==> config.mk <==
export PLATFORM = sky130hd
export DESIGN_NAME = denise_collision_gen_flat
export DESIGN_NICKNAME = d
export VERILOG_FILES = /design/src/rtl/denise_collision_gen_if.sv /design/src/rtl/denise_collision_gen.sv /design/src/flat_wrapper.sv
export SDC_FILE = /design/constraint.sdc
export NUM_CORES = 1
export LEC_CHECK = 0
export ABC_CLOCK_PERIOD_IN_PS = 3900
export CORE_MARGIN = 2
export CORE_UTILIZATION = 51
export DETAILED_ROUTE_END_ITERATION = 8
export PLACE_DENSITY_LB_ADDON = 0.15
export SYNTH_ARGS = -nofsm -noshare
export SYNTH_HDL_FRONTEND = slang
export SYNTH_SLANG_ARGS = --single-unit
==> constraint.sdc <==
create_clock -name clk -period 3.9 [get_ports clk]
set_clock_uncertainty 0.05 [all_clocks]
set_input_delay 0.78 -clock clk [delete_from_list [all_inputs] [get_ports clk]]
set_output_delay 0.78 -clock clk [all_outputs]
set_load 0.01 [all_outputs]
==> src/rtl/denise_collision_gen_if.sv <==
// Custom-register bus between the chip register decoder and the collision block.
// The decoder (master) drives the address/write data; the block (slave) returns read data.
interface denise_collision_gen_if;
  logic [8:1]  reg_address_in;
  logic [15:0] data_in;
  logic [15:0] data_out;

  modport master (output reg_address_in, output data_in, input data_out);
  modport slave  (input reg_address_in, input data_in, output data_out);
endinterface

==> src/rtl/denise_collision_gen.sv <==
// Denise/Lisa collision detector: per-pixel bitplane/sprite comparison, sticky CLXDAT,
// interrupt mask and frozen beam position of the first masked collision since the last clear.
module denise_collision_gen #(
  parameter int         NPLANES   = 8,
  parameter int         NSPRGRP   = 4,
  parameter logic [8:0] CLXCON_A  = 9'h098,
  parameter logic [8:0] CLXCON2_A = 9'h10e,
  parameter logic [8:0] CLXDAT_A  = 9'h00e,
  parameter logic [8:0] CLXMSK_A  = 9'h1f0,
  parameter logic [8:0] CLXPOS_A  = 9'h1f2
) (
  input  logic                   clk,
  input  logic                   reset_n,
  input  logic                   clk7_en,
  input  logic                   aga,
  denise_collision_gen_if.slave  bus,
  input  logic                   dblpf,
  input  logic [NPLANES-1:0]     bpldata,
  input  logic [2*NSPRGRP-1:0]   nsprite,
  input  logic [8:0]             hpos,
  input  logic [7:0]             vpos,
  output logic                   clx_irq
);

  logic [15:0] clxcon_reg,  clxcon_next;
  logic [15:0] clxcon2_reg, clxcon2_next;
  logic [14:0] clxmsk_reg,  clxmsk_next;
  logic [14:0] clxdat_reg,  clxdat_next;
  logic [15:0] clxpos_reg,  clxpos_next;
  logic        rd_d_reg;
  logic        clx_irq_reg, clx_irq_next;

  logic        wr_con, wr_con2, wr_msk, rd_dat, rd_pos, clr;
  logic [14:0] clxdat_base;
  logic [7:0]  en_all, mv_all;
  logic [NPLANES-1:0]   bm;
  logic [NPLANES/2-1:0] bm_lo, bm_hi;
  logic        evenmatch, oddmatch;
  logic [3:0]  sm;
  logic [14:0] cl;
  logic        unused_bits;

  assign wr_con  = (bus.reg_address_in == CLXCON_A[8:1]);
  assign wr_con2 = (bus.reg_address_in == CLXCON2_A[8:1]);
  assign wr_msk  = (bus.reg_address_in == CLXMSK_A[8:1]);
  assign rd_dat  = (bus.reg_address_in == CLXDAT_A[8:1]);
  assign rd_pos  = (bus.reg_address_in == CLXPOS_A[8:1]);

  // Planes 6/7 are controlled from CLXCON2; narrower builds simply drop them.
  assign en_all = {clxcon2_reg[7:6], clxcon_reg[11:6]};
  assign mv_all = {clxcon2_reg[1:0], clxcon_reg[5:0]};

  genvar gi;
  generate
    for (gi = 0; gi < NPLANES; gi++) begin : g_plane
      assign bm[gi] = (bpldata[gi] ~^ mv_all[gi]) | ~en_all[gi];
    end
    for (gi = 0; gi < NPLANES/2; gi++) begin : g_split
      assign bm_lo[gi] = bm[2*gi];
      assign bm_hi[gi] = bm[2*gi+1];
    end
    for (gi = 0; gi < 4; gi++) begin : g_spr
      if (gi < NSPRGRP) begin : g_present
        assign sm[gi] = nsprite[2*gi] | (nsprite[2*gi+1] & clxcon_reg[12+gi]);
      end else begin : g_absent
        assign sm[gi] = 1'b0;
      end
    end
  endgenerate

  assign evenmatch = &bm_hi;
  // Odd match is gated by even match outside dual-playfield, as real Denise does.
  assign oddmatch  = (&bm_lo) & (dblpf | evenmatch);

  assign cl[0]    = evenmatch & oddmatch;
  assign cl[4:1]  = {4{oddmatch}}  & sm;
  assign cl[8:5]  = {4{evenmatch}} & sm;
  assign cl[14:9] = {sm[2] & sm[3], sm[1] & sm[3], sm[1] & sm[2],
                     sm[0] & sm[3], sm[0] & sm[2], sm[0] & sm[1]};

  always_comb begin
    clxcon_next  = clxcon_reg;
    clxcon2_next = clxcon2_reg;
    clxmsk_next  = clxmsk_reg;
    if (wr_con) begin
      clxcon_next  = bus.data_in;
      clxcon2_next = 16'h0000;
    end else if (wr_con2 && aga && (NPLANES == 8)) begin
      clxcon2_next = bus.data_in;
    end
    if (wr_msk) begin
      clxmsk_next = bus.data_in[14:0];
    end

    // The clear tick is the first tick after a read ends; its own hits survive.
    clr         = rd_d_reg & ~rd_dat;
    clxdat_base = clr ? 15'h0000 : clxdat_reg;
    clxdat_next = clxdat_base | cl;

    clxpos_next = clxpos_reg;
    if (((clxdat_base & clxmsk_reg) == 15'h0000) && ((cl & clxmsk_reg) != 15'h0000)) begin
      clxpos_next = {vpos, hpos[8:1]};
    end else if (clr) begin
      clxpos_next = 16'h0000;
    end

    clx_irq_next = |(clxdat_reg & clxmsk_reg);
  end

  always_ff @(posedge clk or negedge reset_n) begin
    if (!reset_n) begin
      clxcon_reg  <= 16'h0fff;
      clxcon2_reg <= 16'h0000;
      clxmsk_reg  <= 15'h0000;
      clxdat_reg  <= 15'h0000;
      clxpos_reg  <= 16'h0000;
      rd_d_reg    <= 1'b0;
      clx_irq_reg <= 1'b0;
    end else if (clk7_en) begin
      clxcon_reg  <= clxcon_next;
      clxcon2_reg <= clxcon2_next;
      clxmsk_reg  <= clxmsk_next;
      clxdat_reg  <= clxdat_next;
      clxpos_reg  <= clxpos_next;
      rd_d_reg    <= rd_dat;
      clx_irq_reg <= clx_irq_next;
    end
  end

  assign clx_irq = clx_irq_reg;

  always_comb begin
    bus.data_out = 16'h0000;
    if (rd_dat) begin
      bus.data_out = {1'b1, clxdat_reg};
    end else if (rd_pos) begin
      bus.data_out = clxpos_reg;
    end
  end

  assign unused_bits = &{1'b0, bus.data_in[15], hpos[0], clxcon_reg[15:12],
                         clxcon2_reg, en_all, mv_all};

endmodule

==> src/flat_wrapper.sv <==
// flat-port wrapper written by rule: the top's interface ports become plain ports
module denise_collision_gen_flat 
#(
  parameter int         NPLANES   = 8,
  parameter int         NSPRGRP   = 4,
  parameter logic [8:0] CLXCON_A  = 9'h098,
  parameter logic [8:0] CLXCON2_A = 9'h10e,
  parameter logic [8:0] CLXDAT_A  = 9'h00e,
  parameter logic [8:0] CLXMSK_A  = 9'h1f0,
  parameter logic [8:0] CLXPOS_A  = 9'h1f2
)
  (clk, reset_n, clk7_en, aga, dblpf, bpldata, nsprite, hpos, vpos, clx_irq, bus_reg_address_in, bus_data_in, bus_data_out);
  denise_collision_gen_if bus_i ();
  input  logic clk;
  input  logic reset_n;
  input  logic clk7_en;
  input  logic aga;
  input  logic dblpf;
  input  logic [NPLANES-1:0] bpldata;
  input  logic [2*NSPRGRP-1:0] nsprite;
  input  logic [8:0] hpos;
  input  logic [7:0] vpos;
  output logic clx_irq;
  input wire logic [$bits(bus_i.reg_address_in)-1:0] bus_reg_address_in;
  input wire logic [$bits(bus_i.data_in)-1:0] bus_data_in;
  output wire logic [$bits(bus_i.data_out)-1:0] bus_data_out;
  assign bus_i.reg_address_in = bus_reg_address_in;
  assign bus_i.data_in = bus_data_in;
  assign bus_data_out = bus_i.data_out;
  denise_collision_gen #(.NPLANES(NPLANES), .NSPRGRP(NSPRGRP), .CLXCON_A(CLXCON_A), .CLXCON2_A(CLXCON2_A), .CLXDAT_A(CLXDAT_A), .CLXMSK_A(CLXMSK_A), .CLXPOS_A(CLXPOS_A)) u_core (.clk(clk), .reset_n(reset_n), .clk7_en(clk7_en), .aga(aga), .bus(bus_i), .dblpf(dblpf), .bpldata(bpldata), .nsprite(nsprite), .hpos(hpos), .vpos(vpos), .clx_irq(clx_irq));
endmodule
==> metrics, run 1 <==
status=completed; crit-path most repeated cell=clkdlybuf4s50_1; antenna violations before repair=0; Die Area=6800 sq um; R2R Setup Slk=roughly 1.7 ns; Final Wtd Congestion=roughly 0.91; Final nets=386; Setup crit start=bus_reg_address_in[4]; CP required=between 3 and 4 ns; Die X-Extent=82.5 um; vias per inst=about 6; Avg Inst Size Synth=~13 sq um; Fmax=277 MHz; core area=5920 sq um; IO Count=79; first-pass GRT wire length=12200 um; hold_buf cts=0; sequential element share of the synthesized area=54.7%; Tightest Pin Transition=roughly 1.1 ns; critical path fanouts, max=18; ANT nets after route=0; crit path DAT=about 2.8 ns; crit-path cells=clkdlybuf4s50_1 > or3_1 > nor3_4 > buf_4 > a22o_1 > clkdlybuf4s50_1; die height=about 82 um; CTS tree=yes; worst hold slack=0.452 ns; worst vdd ir=0.000276 V; Power Dens Cells=slightly below 400 nW/um^2; input/output buffers=77; RSZ-0062 raised after global routing=false; htree depth=3; Detailed Route WL=7640 um; Post-synth ARST share=100%; EDFF count, synth=0; first drt pass iteration count=5; Post-CTS Setup Bufs=0; # setup viols final=0; DR vias=2470; clk sinks=68; global route overflow=0; startpoint types=input port; clk slew on worst S/H paths=around 0.060 ns; Hold Path Class=reg2reg; reg-to-reg endpoint=u_core.clxpos_reg[0]; CTS buffer count=9; All-Layer GR Usage=between 20% and 30%; Unique masters post-synth=40; Post-route DRC=0; CP endpoint=bus_data_out[6]; Cell Area, Placed=3990 sq um; ANT cells=0; Synth top area share=44.6%; Avg WL per Cell=19.0 um; crit path buf inv count=3; Synth Cell Area=3140 sq um; crit-path max cell delay=0.54 ns; Final period util=~93%; Final Hold Fails=0; CTS Root Cell=clkbuf_8; clk buf depth=2; Skew-Pair Late Insertion Delay=0.33 ns; Total Power=0.00165 W; synth warn=0; minimum clock period=between 3 and 4 ns; 1st-iter DRT viols=approximately 220; Area Overhead vs Synth=32.3%; most frequent cells in the layout=76 x clkdlybuf4s50_1, 56 x dfrtp_1, 31 x mux2_1; commonest non-fill, non-tap cell in the layout=clkdlybuf4s50_1; row count=28; Crit path max-delay family=buffers and inverters; # Max-Cap Violations=0; number of global-route vias before repair=about 2500; # resized after CTS=0; RR Startpoint=u_core.clxcon_reg[13]; Worst Setup Slack, final=0.289 ns; max_slew headroom=between 20 and 30%; Slew Limit Fails=0; Main synth FF type=dfrtp_1; fraction of layout cells with a size suffix above 1=12.8%; post-synth top area cell=dfrtp_1; Initial Utilization=between 50% and 60%; Pleak=around 1.8 nW; top post-synthesis cells by area=dfrtp_1 45%, mux2_1 11%, dfstp_2 10%, a32o_1 8.0%, a22o_1 5.6%; Levels on crit path=6; CP Class=in2out; Finished Cell Area=just over 4000 sq um; largest net degree at the start of global routing=50; Post-Syn Nets=302; post-DP HPWL=5540 um; CP endpoint kind=primary output; final setup TNS=0 ns; Reg2Reg Depth=6; Slowest cell on crit path=clkdlybuf4s50_1; Seq cells post-synth=68; pre-CTS setup slack=~0.30 ns; cells after synthesis=240
worst reg2reg max path, cell delays in order, from the launching register on:
cell      delay, ns
dfrtp_1        0.38
a21o_1         0.30
a222oi_1       0.40
o221a_2        0.26
o31ai_2        0.11
o21ai_4        0.43
a32o_1         0.25
cell type report:
| type | count | area (sq um) |
|---|---|---|
| inverters | 2 | 7.51 |
| multi-input cells | 157 | 1340 |
| clock buffers | 15 | 166 |
| flip-flops and latches | 68 | 1720 |
| fillers | 452 | 1770 |
| well taps | 75 | 93.8 |
| repair buffers | 86 | 833 |
cell families (layout without fill, tap and decap cells):
logic type	Yosys count	in the layout	share of synthesized area, %
xor gates and xnor gates	8	8	2.23
and+or+nand+nor	37	37	6.42
buffers and inverters	15	103	2.75
muxes	32	32	11.5
DFF	68	68	54.7
AOI/OAI and AO/OA	80	80	22.4
layer usage:
metal / GRT usage, % / vias to the layer above / share of wire, %
met1: 34.0 / 1248 / 44
met2: 39.0 / 97 / 48
met4: 9.17 / 0 / 1.4
li1: - / 1113 / -
met3: 4.13 / 12 / 6.5
met5: 0 / - / 0
synth_stat cells, types with 2 or more instances:
cell type,instances
buf_6,3
a32o_1,25
a21oi_1,3
dfrtp_1,56
a22o_1,20
a21o_1,5
nor3_1,2
dfstp_2,12
nand3_1,4
buf_2,3
nand4b_1,2
o21ai_0,2
xor2_1,8
nand3b_1,2
clkbuf_1,4
a22oi_1,14
nor2_1,5
buf_1,2
nand2_1,15
o31ai_1,2
mux2_1,31
o21ai_1,2
how the worst min path moves through the flow:
stage | from | end | depth (start not counted)
floorplan | u_core.clxcon_reg[13] | u_core.clxcon_reg[13] | 1
global placement | u_core.clxcon_reg[13] | u_core.clxcon_reg[13] | 1
detailed placement | u_core.clxcon_reg[13] | u_core.clxcon_reg[13] | 1
CTS | u_core.clxcon_reg[13] | u_core.clxcon_reg[13] | 1
global route | u_core.clxcon_reg[13] | u_core.clxcon_reg[13] | 1
finish | u_core.clxcon_reg[13] | u_core.clxcon_reg[13] | 1
power by group:
| part | leakage, nW | switching (W) | total, W | internal (W) |
|---|---|---|---|---|
| registers | 0.800 | 0.0000602 | 0.000873 | 0.000813 |
| clock network | 0.0838 | 0.000236 | 0.000499 | 0.000264 |
| logic | 0.933 | 0.000111 | 0.000275 | 0.000163 |
through the flow:
step           util, %  cells
2_1_floorplan        -    240
3_3_place_gp      67.4    388
3_5_place_dp      67.4    388
4_1_cts           70.2    403
5_1_grt           70.2    403
6_report          70.2    403
Power figures use the tool's default switching activity.
==> inputs of run 2 (changes only) <==
--- a/config.mk
+++ b/config.mk
@@ -5,11 +5,11 @@
 export SDC_FILE = /design/constraint.sdc
 export NUM_CORES = 1
 export LEC_CHECK = 0
-export ABC_CLOCK_PERIOD_IN_PS = 3900
 export CORE_MARGIN = 2
 export CORE_UTILIZATION = 51
 export DETAILED_ROUTE_END_ITERATION = 8
 export PLACE_DENSITY_LB_ADDON = 0.15
+export REMOVE_ABC_BUFFERS = 1
 export SYNTH_ARGS = -nofsm -noshare
 export SYNTH_HDL_FRONTEND = slang
 export SYNTH_SLANG_ARGS = --single-unit
==> metrics, run 2 (synthesized netlist as in run 1, its figures left out) <==
die height=82.5 um (unchanged); worst vdd ir=0.000304 V (was 0.000276 V); Slew Limit Fails=0 (unchanged); Levels on crit path=6 (unchanged); Final Wtd Congestion=0.866 (was 0.912); row count=28 (unchanged); clk sinks=68 (unchanged); Avg WL per Cell=19.1 um (was 19.0 um); vias per inst=6.00 (was 6.13); ANT cells=0 (unchanged); clk buf depth=2 (unchanged); CP required=3.07 ns (about the same); Initial Utilization=53.0% (unchanged); Final nets=387 (was 386); Layout Cells excl Fill=405 (was 403); Area Overhead vs Synth=33.0% (was 32.3%); crit-path cells=clkdlybuf4s50_1 > or3_1 > nor3_4 > buf_4 > a22o_1 > clkdlybuf4s50_1 (unchanged); Power Dens Cells=402 nW/um^2 (was 396 nW/um^2); Post-route DRC=0 (unchanged); input/output buffers=77 (unchanged); # Max-Cap Violations=0 (unchanged); critical path fanouts, max=18 (unchanged); first-pass GRT wire length=12300 um (was 12200 um); CTS Root Cell=clkbuf_8 (unchanged); # resized after CTS=0 (unchanged); number of global-route vias before repair=2427 (was 2487); crit-path most repeated cell=clkdlybuf4s50_1 (unchanged); footprint of the multi-input gates=1340 sq um (unchanged); Pleak=1.83 nW (was 1.82 nW); Tightest Pin Transition=0.488 ns (was 1.06 ns); global route overflow=0 (unchanged); Crit path max-delay family=buffers and inverters (unchanged); fraction of layout cells with a size suffix above 1=14.2% (was 12.8%); Fmax=277 MHz (about the same); max_slew headroom=67.4% (was 29.3%); RSZ-0062 raised after global routing=false (unchanged); Total Power=0.00168 W (was 0.00165 W); Die X-Extent=82.5 um (unchanged); CTS tree=yes (unchanged); crit path buf inv count=3 (unchanged); core area=5920 sq um (unchanged); DR vias=2430 (was 2470); first drt pass iteration count=4 (was 5); CP endpoint kind=primary output (unchanged); antenna violations before repair=0 (unchanged); minimum clock period=3.61 ns (about the same); startpoint types=input port (unchanged); CTS buffer count=9 (unchanged); Die Area=6800 sq um (unchanged); # setup viols final=0 (unchanged); final setup TNS=0 ns (unchanged); htree depth=3 (unchanged); All-Layer GR Usage=24.7% (was 24.5%); Final period util=92.5% (was 92.6%); ANT nets after route=0 (unchanged); FF/Latch Area=1720 sq um (unchanged); Reg2Reg Depth=6 (unchanged); Skew-Pair Late Insertion Delay=0.34 ns (was 0.33 ns); post-DP HPWL=5630 um (was 5540 um); crit path DAT=2.78 ns (about the same); # fillers=449 (was 452); Post-CTS Setup Bufs=0 (unchanged); Final Hold Fails=0 (unchanged); most frequent cells in the layout=76 x clkdlybuf4s50_1, 56 x dfrtp_1, 31 x mux2_1 (unchanged); Slowest cell on crit path=clkdlybuf4s50_1 (unchanged); Cells after DPL=389 (was 388); CP Class=in2out (unchanged); Detailed Route WL=7740 um (was 7640 um); largest net degree at the start of global routing=32 (was 50); status=completed (unchanged); hold_buf cts=0 (unchanged); crit-path max cell delay=0.54 ns (about the same); Hold Path Class=in2async (was reg2reg); commonest non-fill, non-tap cell in the layout=clkdlybuf4s50_1 (unchanged); IO Count=79 (unchanged); 1st-iter DRT viols=234 (was 221); clk slew on worst S/H paths=0.07 ns (was 0.06 ns)
## run 2: worst register-to-register path, delay by kind of cell (launching register included)
kind	cells	cell delay [ns]
compound gates	6	1.85
flops	1	0.39
## run 2: per-stage QoR
step	hold slack, ns	setup slack (ns)	util, %	area (sq um)
5_1_grt	0.350	0.203	70.5	4180
2_1_floorplan	0.409	0.872	-	3060
3_3_place_gp	0.424	0.315	67.5	4000
4_1_cts	0.343	0.274	70.5	4180
6_report	0.333	0.293	70.5	4180
3_5_place_dp	0.425	0.298	67.5	4000
## run 2: power by group
part           switching (W)  internal (W)
Sequential         0.0000611      0.000812
Clock               0.000268      0.000264
Combinational       0.000111      0.000163
Total               0.000440       0.00124
## run 2: cell type report
type / count / area share [%]
clock inverter: 4 / 0.599
multi-input combinational: 157 / 32.0
tap: 75 / 2.25
inverter: 2 / 0.180
timing repair buffer: 87 / 20.1
clock buffer: 12 / 3.72
sequential: 68 / 41.1
## run 2: layer usage
layer  vias up  track usage, %  wire [um]
li1       1117               -          -
met2        87            39.8       3800
met5         -               0          0
met3         8            4.46        436
met4         0            8.00         81
met1      1218            34.1       3420
## run 2: path summary, 6_finish.rpt
path                                  startpoint                    end  slack [ns]
min in group clk           u_core.clxcon_reg[14]  u_core.clxcon_reg[14]        0.44
hold reg to reg            u_core.clxcon_reg[14]  u_core.clxcon_reg[14]        0.44
hold / removal                           reset_n  u_core.clxcon2_reg[7]        0.33
max in group asynchronous                reset_n   u_core.clxdat_reg[0]        2.69
setup / recovery           bus_reg_address_in[4]        bus_data_out[9]        0.29
setup reg to reg           u_core.clxcon_reg[13]   u_core.clxpos_reg[6]        1.55
